File: src/rtl/instr_loader_pkg.sv
// Shared constants for the boot-time instruction loader.
package instr_loader_pkg;

    localparam logic [2:0] LD_LEN_HI = 3'd0;
    localparam logic [2:0] LD_LEN_LO = 3'd1;
    localparam logic [2:0] LD_LOAD   = 3'd2;
    localparam logic [2:0] LD_CHECK  = 3'd3;
    localparam logic [2:0] LD_DONE   = 3'd4;
    localparam logic [2:0] LD_ERROR  = 3'd5;

    localparam int BYTES_PER_WORD = 4;

endpackage

File: src/rtl/instr_loader_byte_packer.sv
// Packs an MSB-first byte stream into 32-bit words; word_valid pulses for one
// cycle after the last byte of each word, while word_data holds the word.
module byte_packer
    import instr_loader_pkg::*;
(
    input  logic        clk,
    input  logic        reset,
    input  logic        clear,
    input  logic        byte_en,
    input  logic [7:0]  byte_in,
    output logic        last_byte,
    output logic        word_valid,
    output logic [31:0] word_data
);

    logic [1:0]  cnt_q, cnt_d;
    logic [31:0] shift_q, shift_d;
    logic        word_valid_q, word_valid_d;

    assign last_byte  = (cnt_q == 2'(BYTES_PER_WORD - 1));
    assign word_valid = word_valid_q;
    assign word_data  = shift_q;

    always_comb begin
        cnt_d        = cnt_q;
        shift_d      = shift_q;
        word_valid_d = 1'b0;
        if (clear) begin
            cnt_d   = '0;
            shift_d = '0;
        end else if (byte_en) begin
            cnt_d        = cnt_q + 2'd1;
            shift_d      = {shift_q[23:0], byte_in};
            word_valid_d = last_byte;
        end
    end

    always_ff @(posedge clk or posedge reset) begin
        if (reset) begin
            cnt_q        <= '0;
            shift_q      <= '0;
            word_valid_q <= 1'b0;
        end else begin
            cnt_q        <= cnt_d;
            shift_q      <= shift_d;
            word_valid_q <= word_valid_d;
        end
    end

endmodule

File: src/rtl/instr_loader.sv
// Boot loader: receives a length-prefixed, XOR-checksummed byte image, writes it
// to instruction memory and releases the core from reset once it verifies.
//
// state     | meaning
// LEN_HI    | waiting for word-count high byte
// LEN_LO    | waiting for word-count low byte
// LOAD      | packing payload bytes into words and writing them
// CHECK     | comparing the checksum byte against the running XOR
// DONE      | image verified, core released (terminal)
// ERROR     | image rejected, bytes swallowed (terminal)
module instr_loader
    import instr_loader_pkg::*;
#(
    parameter int ADDR_WIDTH = 8,
    parameter int MAX_WORDS  = 256
) (
    input  logic                  clk,
    input  logic                  reset,
    input  logic                  rx_valid,
    input  logic [7:0]            rx_data,
    output logic                  rx_ready,
    output logic                  imem_we,
    output logic [ADDR_WIDTH-1:0] imem_addr,
    output logic [31:0]           imem_wdata,
    output logic                  cpu_reset,
    output logic                  load_done,
    output logic                  load_error,
    output logic [15:0]           words_loaded
);

    logic [2:0]            state_q, state_d;
    logic [7:0]            len_hi_q, len_hi_d;
    logic [15:0]           remaining_q, remaining_d;
    logic [7:0]            chk_q, chk_d;
    logic [ADDR_WIDTH-1:0] addr_q, addr_d;
    logic [15:0]           words_q, words_d;
    logic                  cpu_reset_q, cpu_reset_d;
    logic                  load_done_q, load_done_d;
    logic                  load_error_q, load_error_d;

    logic        accept;
    logic        in_load;
    logic [15:0] n_words;
    logic        last_byte;
    logic        word_valid;
    logic [31:0] word_data;

    assign accept  = rx_valid & rx_ready;
    assign in_load = (state_q == LD_LOAD);
    assign n_words = {len_hi_q, rx_data};

    byte_packer u_packer (
        .clk        (clk),
        .reset      (reset),
        .clear      (!in_load),
        .byte_en    (in_load && accept),
        .byte_in    (rx_data),
        .last_byte  (last_byte),
        .word_valid (word_valid),
        .word_data  (word_data)
    );

    always_ff @(posedge clk or posedge reset) begin
        if (reset) state_q <= LD_LEN_HI;
        else       state_q <= state_d;
    end

    always_comb begin
        state_d = state_q;
        case (state_q)
            LD_LEN_HI: if (accept) state_d = LD_LEN_LO;
            LD_LEN_LO: begin
                if (accept) begin
                    if (n_words == 16'd0)                 state_d = LD_CHECK;
                    else if (n_words > 16'(MAX_WORDS))    state_d = LD_ERROR;
                    else                                  state_d = LD_LOAD;
                end
            end
            LD_LOAD:   if (accept && last_byte && remaining_q == 16'd1) state_d = LD_CHECK;
            LD_CHECK:  if (accept) state_d = (rx_data == chk_q) ? LD_DONE : LD_ERROR;
            LD_DONE:   state_d = LD_DONE;
            LD_ERROR:  state_d = LD_ERROR;
            default:   state_d = LD_LEN_HI;
        endcase
    end

    always_comb begin
        rx_ready = 1'b0;
        case (state_q)
            LD_LEN_HI, LD_LEN_LO, LD_LOAD, LD_CHECK, LD_ERROR: rx_ready = 1'b1;
            default: rx_ready = 1'b0;
        endcase
    end

    // Status flags follow the state register, so cpu_reset drops one edge after DONE.
    always_comb begin
        len_hi_d     = len_hi_q;
        remaining_d  = remaining_q;
        chk_d        = chk_q;
        addr_d       = addr_q;
        words_d      = words_q;
        cpu_reset_d  = (state_q != LD_DONE);
        load_done_d  = (state_q == LD_DONE);
        load_error_d = (state_q == LD_ERROR);
        if (accept && state_q == LD_LEN_HI) len_hi_d = rx_data;
        if (accept && state_q == LD_LEN_LO) remaining_d = n_words;
        if (accept && in_load) begin
            chk_d = chk_q ^ rx_data;
            if (last_byte) remaining_d = remaining_q - 16'd1;
        end
        if (word_valid) begin
            addr_d  = addr_q + ADDR_WIDTH'(1);
            words_d = words_q + 16'd1;
        end
    end

    always_ff @(posedge clk or posedge reset) begin
        if (reset) begin
            len_hi_q     <= '0;
            remaining_q  <= '0;
            chk_q        <= '0;
            addr_q       <= '0;
            words_q      <= '0;
            cpu_reset_q  <= 1'b1;
            load_done_q  <= 1'b0;
            load_error_q <= 1'b0;
        end else begin
            len_hi_q     <= len_hi_d;
            remaining_q  <= remaining_d;
            chk_q        <= chk_d;
            addr_q       <= addr_d;
            words_q      <= words_d;
            cpu_reset_q  <= cpu_reset_d;
            load_done_q  <= load_done_d;
            load_error_q <= load_error_d;
        end
    end

    assign imem_we      = word_valid;
    assign imem_addr    = addr_q;
    assign imem_wdata   = word_data;
    assign cpu_reset    = cpu_reset_q;
    assign load_done    = load_done_q;
    assign load_error   = load_error_q;
    assign words_loaded = words_q;

endmodule

File: config.mk
export PLATFORM = sky130hd
export DESIGN_NAME = instr_loader
export DESIGN_NICKNAME = d
export VERILOG_FILES = /design/src/rtl/instr_loader_pkg.sv /design/src/rtl/instr_loader_byte_packer.sv /design/src/rtl/instr_loader.sv
export SDC_FILE = /design/constraint.sdc
export NUM_CORES = 1
export LEC_CHECK = 0
export ABC_AREA = 1
export ABC_CLOCK_PERIOD_IN_PS = 7900
export CORE_ASPECT_RATIO = 1.2
export CORE_MARGIN = 4
export CORE_UTILIZATION = 58
export CTS_CLUSTER_SIZE = 24
export DETAILED_ROUTE_END_ITERATION = 12
export PLACE_DENSITY = 0.85
export SYNTH_ARGS = -nofsm -noshare
export SYNTH_HDL_FRONTEND = slang
export SYNTH_SLANG_ARGS = --single-unit
File: constraint.sdc
create_clock -name clk -period 7.9 [get_ports clk]
set_input_delay 1.58 -clock clk [delete_from_list [all_inputs] [get_ports clk]]
set_output_delay 1.58 -clock clk [all_outputs]
set_load 0.02 [all_outputs]
==> impl_metrics.json, run 1 <==
{
  "grt_use_met1_pct": 28.2,
  "worst_ir_drop_vdd_v": 0.000137,
  "placed_cell_area_um2": 5380,
  "crit_path_top_delay_cell": "clkdlybuf4s50_1",
  "coreArea_um2": 7750,
  "ys_warn_count": 0,
  "numCtsBuffers": 9,
  "fin_nets": 645,
  "max_freq_ghz": 0.303,
  "crit_path_start_kind": "register",
  "initial_core_util_pct": 60.0,
  "cap_violations": 0,
  "hp-start": "words_loaded[15]",
  "synth.distinct_cells": 35,
  "drtAntennaViolNets": 0,
  "overflow": 0,
  "use_met2_pct": 40.7,
  "yosys-top-cells-area": "dfrtp_1 52%, nand2_1 11%, inv_1 6.9%, nor2_1 4.8%, o21ai_0 4.4%",
  "end_kind": "primary output",
  "post-route-min-period_ns": 3.30,
  "grt_use_met3_pct": 4.60,
  "setup_violations": 0,
  "synth_top_family_by_area": "simple AND/OR/NAND/NOR gates",
  "p_per_area_nw_per_um2": 271,
  "syn_nets": 578,
  "syn_inst": 562,
  "cts_tree": "built",
  "routedWlPerCell_um": 14.4,
  "clk_latency_ns": 0.36,
  "finalSetupTns_ns": 0,
  "diodes": 0,
  "required_ns": 6.32,
  "multiInputGateArea_um2": 1770,
  "clockBufferDepth": 2,
  "grt_pass1_wl_um": 18100,
  "top_usage_layer": "met2",
  "num_rows": 35,
  "io_buffers": 71,
  "synth_xor_area_share_pct": 3.96,
  "synth_top_area_share_pct": 51.7,
  "skew_ns": 0.00829,
  "worst_slew_margin_rel_pct": 28.5,
  "crit_chain": "inv_2 -> nand2_2 -> nand2_1 -> clkdlybuf4s50_1",
  "dp_cells": 710,
  "cts_hold_buffers": 0,
  "fp.dieW_um": 89.7,
  "crit_arrival_ns": 1.72,
  "yosysSeqAreaShare_pct": 52.2,
  "num_vias": 3896,
  "grtUsageTotal_pct": 23.1,
  "area.growth.synth_to_final_pct": 19.8,
  "p_leak_nw": 2.64,
  "worst-path-max-fanout": 4,
  "outcome": "completed",
  "root_buffer": "clkbuf_8",
  "whs_ns": 0.481,
  "muxShareOfSynthArea_pct": 0,
  "drt_iter0_markers": 261,
  "pre_cts_slack_ns": 4.22,
  "syn-cell-area_um2": 4650,
  "antenna_found_initial": 0,
  "grt_max_degree": 87,
  "gp_congestion": 0.938,
  "ioPinCount": 72,
  "register_area_um2": 2430,
  "avgSynthCellArea_um2": 8.27,
  "synthSimpleGateAreaFrac_pct": 21.2,
  "cts_sinks": 97,
  "cts_setup_buffers": 0,
  "final.period_utilization_pct": 41.8,
  "stdcell_area_um2": 5570,
  "die_area_um2": 9520,
  "clk_pin_slew_ns": 0.10,
  "dpl.hpwl_um": 7540,
  "synth_fa_ha_area_share_pct": 1.35,
  "die_height_um": 106,
  "slowest_delay_ns": 0.61,
  "critPathKind": "reg -> out",
  "ctsResizeCount": 0,
  "tightest_slew_ns": 1.07,
  "synth_compound_area_share_pct": 11.6,
  "synth_top_cell_by_area": "dfrtp_1",
  "h-tree-depth": 3,
  "slew_viol_final": 0,
  "drt_pass1_iterations": 6,
  "hold_class": "reg -> reg",
  "finalNonFillerCells": 726,
  "startpoint": "state_q[1]",
  "ys_ff_latch": 97,
  "reg2reg_from": "state_q[2]",
  "vias_per_cell": 5.37,
  "drive_gt1_share_pct": 5.99,
  "rsz0062_at_grt": "no",
  "fin_ws_ns": 4.60,
  "drc": 0,
  "grt_pass1_vias": 3943,
  "fill_cells": 588,
  "finalHoldViolCount": 0,
  "wl_um": 10500
}
-- cells in the mapped netlist (all sizes together) --
| cell type | number |
|---|---|
| a211oi | 1 |
| a21boi | 1 |
| a21oi | 13 |
| a22o | 1 |
| a31oi | 3 |
| buf | 12 |
| clkbuf | 4 |
| dfrtp | 96 |
| dfstp | 1 |
| ha | 5 |
| inv | 93 |
| nand2 | 141 |
| nand3 | 16 |
| nand4 | 4 |
| nor2 | 64 |
| nor3 | 9 |
| nor4 | 2 |
| o211ai | 5 |
| o21ai | 44 |
| o21bai | 1 |
| o22ai | 25 |
| xnor2 | 7 |
| xor2 | 14 |
-- power by group --
part	leakage, nW	internal [mW]	switching [mW]	total [mW]
registers	1.29	0.604	0.106	0.710
logic	1.26	0.182	0.306	0.488
clock network	0.0892	0.121	0.187	0.308
-- per-layer routing --
| metal | routed length (µm) | vias up |
|---|---|---|
| li1 | - | 1906 |
| met1 | 4440 | 1837 |
| met2 | 5230 | 135 |
| met3 | 620 | 18 |
| met4 | 171 | 0 |
| met5 | 0 | - |
-- registers in the layout, indices dropped and copies added, names as in the netlist --
signal               flops
chk_q                    8
cpu_reset                1
imem_addr                8
len_hi_q                 8
load_done                1
load_error               1
remaining_q             16
state_q                  3
u_packer.cnt_q           2
u_packer.word_data      32
u_packer.word_valid      1
words_loaded            16
-- per-stage QoR --
stage | utilization (%) | power [mW]
floorplan | - | 1.06
CTS | 71.8 | 1.51
detailed placement | 69.4 | 1.20
global route | 71.8 | 1.61
global placement | 69.4 | 1.17
finish | 71.8 | 1.51
-- final timing paths --
check / to / depth (start not counted) / slack (ns)
max: rx_ready / 4 / 4.60
min: words_loaded[15] / 1 / 0.48
max reg2reg: u_packer.word_data[0] / 5 / 5.65
min reg2reg: words_loaded[15] / 1 / 0.48
max in group asynchronous: state_q[1] / 3 / 5.16
min in group asynchronous: words_loaded[7] / 2 / 1.43
-- cells in the final DEF (no fill, tap or decap), types with 13 or more instances in the layout --
cell type,synthesis,final
a21oi_1,13,13
clkdlybuf4s50_1,0,71
dfrtp_1,96,96
inv_1,85,84
nand2_1,140,140
nand3_1,15,15
nor2_1,60,60
o21ai_0,41,41
o22ai_1,25,25
xor2_1,14,14
-- critical path: cells and delay by family, from the launching register on --
kind          cells  cell delay [ns]
simple gates      2             0.21
buf+inv           2             0.71
flops             1             0.44
-- cell type report --
cell class | count | area share [%]
clock inverters | 7 | 1.10
inverters | 93 | 6.29
multi-input cells | 356 | 31.8
repair buffers | 72 | 12.9
flip-flops and latches | 97 | 43.6
clock buffers | 9 | 2.22
well taps | 92 | 2.07
-- kinds of logic (layout without fill, tap and decap cells) --
family / Yosys count / after routing
simple gates: 236 / 236
buf+inv: 109 / 181
flops: 97 / 97
compound gates: 94 / 94
xor+xnor: 21 / 21
fa+ha+maj: 5 / 5
Note: power is estimated with default switching activity, not from simulation.
==> run 2: changes to the inputs <==
--- a/config.mk
+++ b/config.mk
@@ -6,13 +6,13 @@
 export NUM_CORES = 1
 export LEC_CHECK = 0
 export ABC_AREA = 1
-export ABC_CLOCK_PERIOD_IN_PS = 7900
+export ABC_CLOCK_PERIOD_IN_PS = 3100
 export CORE_ASPECT_RATIO = 1.2
 export CORE_MARGIN = 4
-export CORE_UTILIZATION = 58
+export CORE_UTILIZATION = 54
 export CTS_CLUSTER_SIZE = 24
 export DETAILED_ROUTE_END_ITERATION = 12
-export PLACE_DENSITY = 0.85
+export PLACE_DENSITY = 0.8
 export SYNTH_ARGS = -nofsm -noshare
 export SYNTH_HDL_FRONTEND = slang
 export SYNTH_SLANG_ARGS = --single-unit
==> constraint.sdc (replaced) <==
create_clock -name clk -period 3.1 [get_ports clk]
set_input_delay 0.62 -clock clk [delete_from_list [all_inputs] [get_ports clk]]
set_output_delay 0.62 -clock clk [all_outputs]
set_load 0.02 [all_outputs]
==> impl_metrics.json, run 2 (synthesis gave the netlist of run 1 again) <==
{
  "outcome": "completed",
  "fp.dieW_um": 92.7,
  "cap_violations": 0,
  "gp_congestion": 0.851,
  "stdcell_area_um2": 5660,
  "p_switching_mw": 1.50,
  "reg2reg_from": "state_q[2]",
  "drtAntennaViolNets": 0,
  "worstReg2RegEnd": "u_packer.word_data[15]",
  "post-route-min-period_ns": 2.37,
  "fin_ws_ns": 0.734,
  "whs_ns": 0.475,
  "finalNonFillerCells": 751,
  "finish.utilization_pct": 68.7,
  "clk_latency_ns": 0.37,
  "cts_sinks": 97,
  "p_per_area_nw_per_um2": 688,
  "drt_iter0_markers": 216,
  "h-tree-depth": 3,
  "fill_cells": 665,
  "pre_cts_slack_ns": 0.515,
  "tightest_slew_ns": 0.733,
  "routedWlPerCell_um": 14.1,
  "initial_core_util_pct": 56.4,
  "grtUsageTotal_pct": 22.4,
  "rsz0062_at_grt": "no",
  "coreArea_um2": 8240,
  "cts_hold_buffers": 0,
  "num_rows": 36,
  "crit_end": "rx_ready",
  "p_int_mw": 2.40,
  "drt_pass1_iterations": 5,
  "die_height_um": 110,
  "io_buffers": 71,
  "grt_pass1_wl_um": 17800,
  "worstRegToRegCells": 5,
  "end_kind": "primary output",
  "crit_arrival_ns": 1.75,
  "finalSetupTns_ns": 0,
  "cts_tree": "built",
  "largest_reg_flops": 32,
  "ff2ff_setup_slack_ns": 0.86,
  "finalPower_mw": 3.89,
  "grt_max_degree": 57,
  "p_sw_share_pct": 38.4,
  "crit_path_start_kind": "register",
  "diodes": 0,
  "pwr-share-seq_pct": 46.2,
  "overflow": 0,
  "clockBufferDepth": 2,
  "cts_setup_buffers": 0,
  "finalHoldViolCount": 0,
  "worst_slew_margin_rel_pct": 51.1,
  "clkPwrFrac_pct": 22.3,
  "mostFrequentLayoutCell": "nand2_1",
  "root_buffer": "clkbuf_8",
  "skew_ns": 0.0148,
  "dp_cells": 735,
  "ioPinCount": 72,
  "worst-path-max-fanout": 4,
  "num_vias": 3888,
  "placed_cell_area_um2": 5450,
  "fin_nets": 648,
  "area.growth.synth_to_final_pct": 21.7,
  "comb_power_share_pct": 31.5,
  "worst_ir_drop_vdd_v": 0.000364,
  "required_ns": 2.48,
  "ctsResizeCount": 0,
  "startpoint": "state_q[1]",
  "final_cell_mix": "140 x nand2_1, 96 x dfrtp_1, 84 x inv_1, 71 x clkdlybuf4s50_1, 60 x nor2_1",
  "wl_um": 10600,
  "antenna_found_initial": 0,
  "max_freq_ghz": 0.423,
  "drive_gt1_share_pct": 6.44,
  "setup_violations": 0,
  "critPathKind": "reg -> out",
  "slew_viol_final": 0,
  "die_area_um2": 10200,
  "final.period_utilization_pct": 76.3,
  "register_area_um2": 2430,
  "drc": 0,
  "hold_class": "reg -> reg",
  "p_leak_nw": 2.66,
  "grt_pass1_vias": 3855,
  "multiInputGateArea_um2": 1770,
  "vias_per_cell": 5.18,
  "clk_pin_slew_ns": 0.11,
  "dpl.hpwl_um": 7740,
  "numCtsBuffers": 9
}
-- run 2: how the worst min path moves through the flow --
stage	from	endpoint	cells past startpoint
floorplan	u_packer.cnt_q[0]	u_packer.cnt_q[0]	1
global route	reset	imem_addr[6]	2
finish	words_loaded[15]	words_loaded[15]	1
detailed placement	words_loaded[15]	words_loaded[15]	1
CTS	words_loaded[15]	words_loaded[15]	1
global placement	words_loaded[15]	words_loaded[15]	1
-- run 2: critical path, cell delays in order, from the launching register on --
cell and delay [ns]:
dfrtp_1 0.44, inv_2 0.10, nand2_2 0.09, nand2_1 0.11, clkdlybuf4s50_1 0.63
-- run 2: power groups by stage --
stage	combinational [mW]	sequential (mW)	clock (mW)
2_1_floorplan	0.885	1.81	0
3_3_place_gp	1.18	1.80	0
3_5_place_dp	1.23	1.82	0
4_1_cts	1.23	1.79	0.881
5_1_grt	1.41	1.84	0.937
6_report	1.23	1.80	0.867
-- run 2: routing by layer --
layer | up-vias | track usage (%) | wire length, µm
met4 | 0 | 9.84 | 274
met1 | 1841 | 27.5 | 4280
met2 | 120 | 36.8 | 5230
li1 | 1909 | - | -
met3 | 18 | 6.98 | 829
met5 | - | 0 | 0
-- run 2: final cells by class --
cell class / instances / share of cell area [%]
clock inverters: 7 / 1.55
repair buffers: 75 / 13.3
inverters: 93 / 6.23
clock buffers: 9 / 2.19
multi-input cells: 356 / 31.3
flip-flops and latches: 97 / 42.9
well taps: 114 / 2.52
==> run 3: changes to the inputs <==
--- a/config.mk
+++ b/config.mk
@@ -6,7 +6,7 @@
 export NUM_CORES = 1
 export LEC_CHECK = 0
 export ABC_AREA = 1
-export ABC_CLOCK_PERIOD_IN_PS = 3100
+export ABC_CLOCK_PERIOD_IN_PS = 2500
 export CORE_ASPECT_RATIO = 1.2
 export CORE_MARGIN = 4
 export CORE_UTILIZATION = 54
==> constraint.sdc (replaced) <==
create_clock -name clk -period 2.5 [get_ports clk]
set_input_delay 0.5 -clock clk [delete_from_list [all_inputs] [get_ports clk]]
set_output_delay 0.5 -clock clk [all_outputs]
set_load 0.02 [all_outputs]
==> impl_metrics.json, run 3 (synthesis gave the netlist of run 1 again) <==
{
  "fill_cells": 672,
  "h-tree-depth": 3,
  "io_buffers": 71,
  "worstRegToRegCells": 7,
  "hold_class": "reg -> reg",
  "grt_pass1_vias": 3750,
  "critPathKind": "reg -> out",
  "grtUsageTotal_pct": 21.5,
  "overflow": 0,
  "post-route-min-period_ns": 2.23,
  "drt_pass1_iterations": 5,
  "die_height_um": 110,
  "routedWlPerCell_um": 13.3,
  "p_leak_nw": 2.66,
  "grt_pass1_wl_um": 17100,
  "p_per_area_nw_per_um2": 830,
  "finalHoldViolCount": 0,
  "largest_reg_flops": 32,
  "cts_sinks": 97,
  "reg2reg_from": "words_loaded[0]",
  "cts_tree": "built",
  "antenna_found_initial": 0,
  "max_freq_ghz": 0.449,
  "worst_slew_margin_rel_pct": 63.7,
  "cap_violations": 0,
  "drive_gt1_share_pct": 6.73,
  "die_area_um2": 10200,
  "vias_per_cell": 4.99,
  "clk_latency_ns": 0.37,
  "num_rows": 36,
  "area.growth.synth_to_final_pct": 21.4,
  "coreArea_um2": 8240,
  "fp.dieW_um": 92.7,
  "clockBufferDepth": 2,
  "clk_pin_slew_ns": 0.09,
  "final_cell_mix": "140 x nand2_1, 96 x dfrtp_1, 84 x inv_1, 71 x clkdlybuf4s50_1, 60 x nor2_1",
  "crit_path_start_kind": "register",
  "worst_ir_drop_vdd_v": 0.000523,
  "worst-path-max-fanout": 4,
  "ff2ff_setup_slack_ns": 0.86,
  "diodes": 0,
  "numCtsBuffers": 9,
  "whs_endpoint": "words_loaded[15]",
  "ctsResizeCount": 0,
  "drt_iter0_markers": 225,
  "root_buffer": "clkbuf_8",
  "ioPinCount": 72,
  "mostFrequentLayoutCell": "nand2_1",
  "drtAntennaViolNets": 0,
  "outcome": "completed",
  "gp_congestion": 0.879,
  "dpl.hpwl_um": 7340,
  "setup_violations": 0,
  "final.period_utilization_pct": 89.2,
  "drc": 0,
  "required_ns": 2.00,
  "hp-start": "words_loaded[15]",
  "wl_um": 10000,
  "initial_core_util_pct": 56.4,
  "cts_hold_buffers": 0,
  "cts_setup_buffers": 0,
  "rsz0062_at_grt": "no",
  "worstReg2RegEnd": "words_loaded[10]",
  "skew_ns": 0.0182,
  "fin_nets": 651,
  "tightest_slew_ns": 0.543,
  "end_kind": "primary output",
  "finalSetupTns_ns": 0,
  "num_vias": 3759,
  "finish.utilization_pct": 68.5,
  "whs_ns": 0.479,
  "slew_viol_final": 0,
  "crit_arrival_ns": 1.73,
  "hold_path_depth": 1,
  "grt_max_degree": 98
}
## run 3: layout make-up
class / instances / area (µm²) / share of cell area [%]
clock buffers: 10 / 138 / 2.44
clock inverters: 5 / 38.8 / 0.687
inverters: 93 / 353 / 6.25
multi-input cells: 356 / 1770 / 31.4
flip-flops and latches: 97 / 2430 / 43.0
well taps: 114 / 143 / 2.53
repair buffers: 78 / 776 / 13.7
## run 3: stage by stage
step           power [mW]  std cells  instance area [µm²]  worst slack [ns]
2_1_floorplan        3.35        562                 4650             0.853
3_3_place_gp         3.71        738                 5470             0.479
3_5_place_dp         3.78        738                 5470             0.421
4_1_cts              4.71        753                 5650             0.257
5_1_grt              5.04        753                 5650             0.192
6_report             4.68        753                 5650             0.271
## run 3: worst max path at each step
stage / end / cells past startpoint / slack, ns / start
floorplan: chk_q[0] / 1 / 0.85 / reset
global placement: u_packer.word_data[22] / 6 / 0.48 / rx_valid
global route: rx_ready / 4 / 0.19 / state_q[1]
detailed placement: u_packer.word_data[31] / 6 / 0.42 / rx_valid
CTS: rx_ready / 4 / 0.26 / state_q[1]
finish: rx_ready / 4 / 0.27 / state_q[1]
## run 3: power by group
part	switching, mW	internal [mW]	total, mW
combinational	0.936	0.593	1.53
clock	0.537	0.390	0.928
sequential	0.318	1.91	2.23
total	1.79	2.89	4.68
## run 3: critical path, cell delays in order (launching register included)
cell             delay [ns]
dfrtp_1                0.44
inv_2                  0.10
nand2_2                0.09
nand2_1                0.09
clkdlybuf4s50_1        0.64
## run 3: per-layer routing
layer	vias to the layer above	part of all wire, %	track usage (%)
met5	-	0	0
met4	0	1.6	9.21
met3	12	5.9	5.20
met2	97	49	36.4
met1	1733	43	26.4
li1	1917	-	-
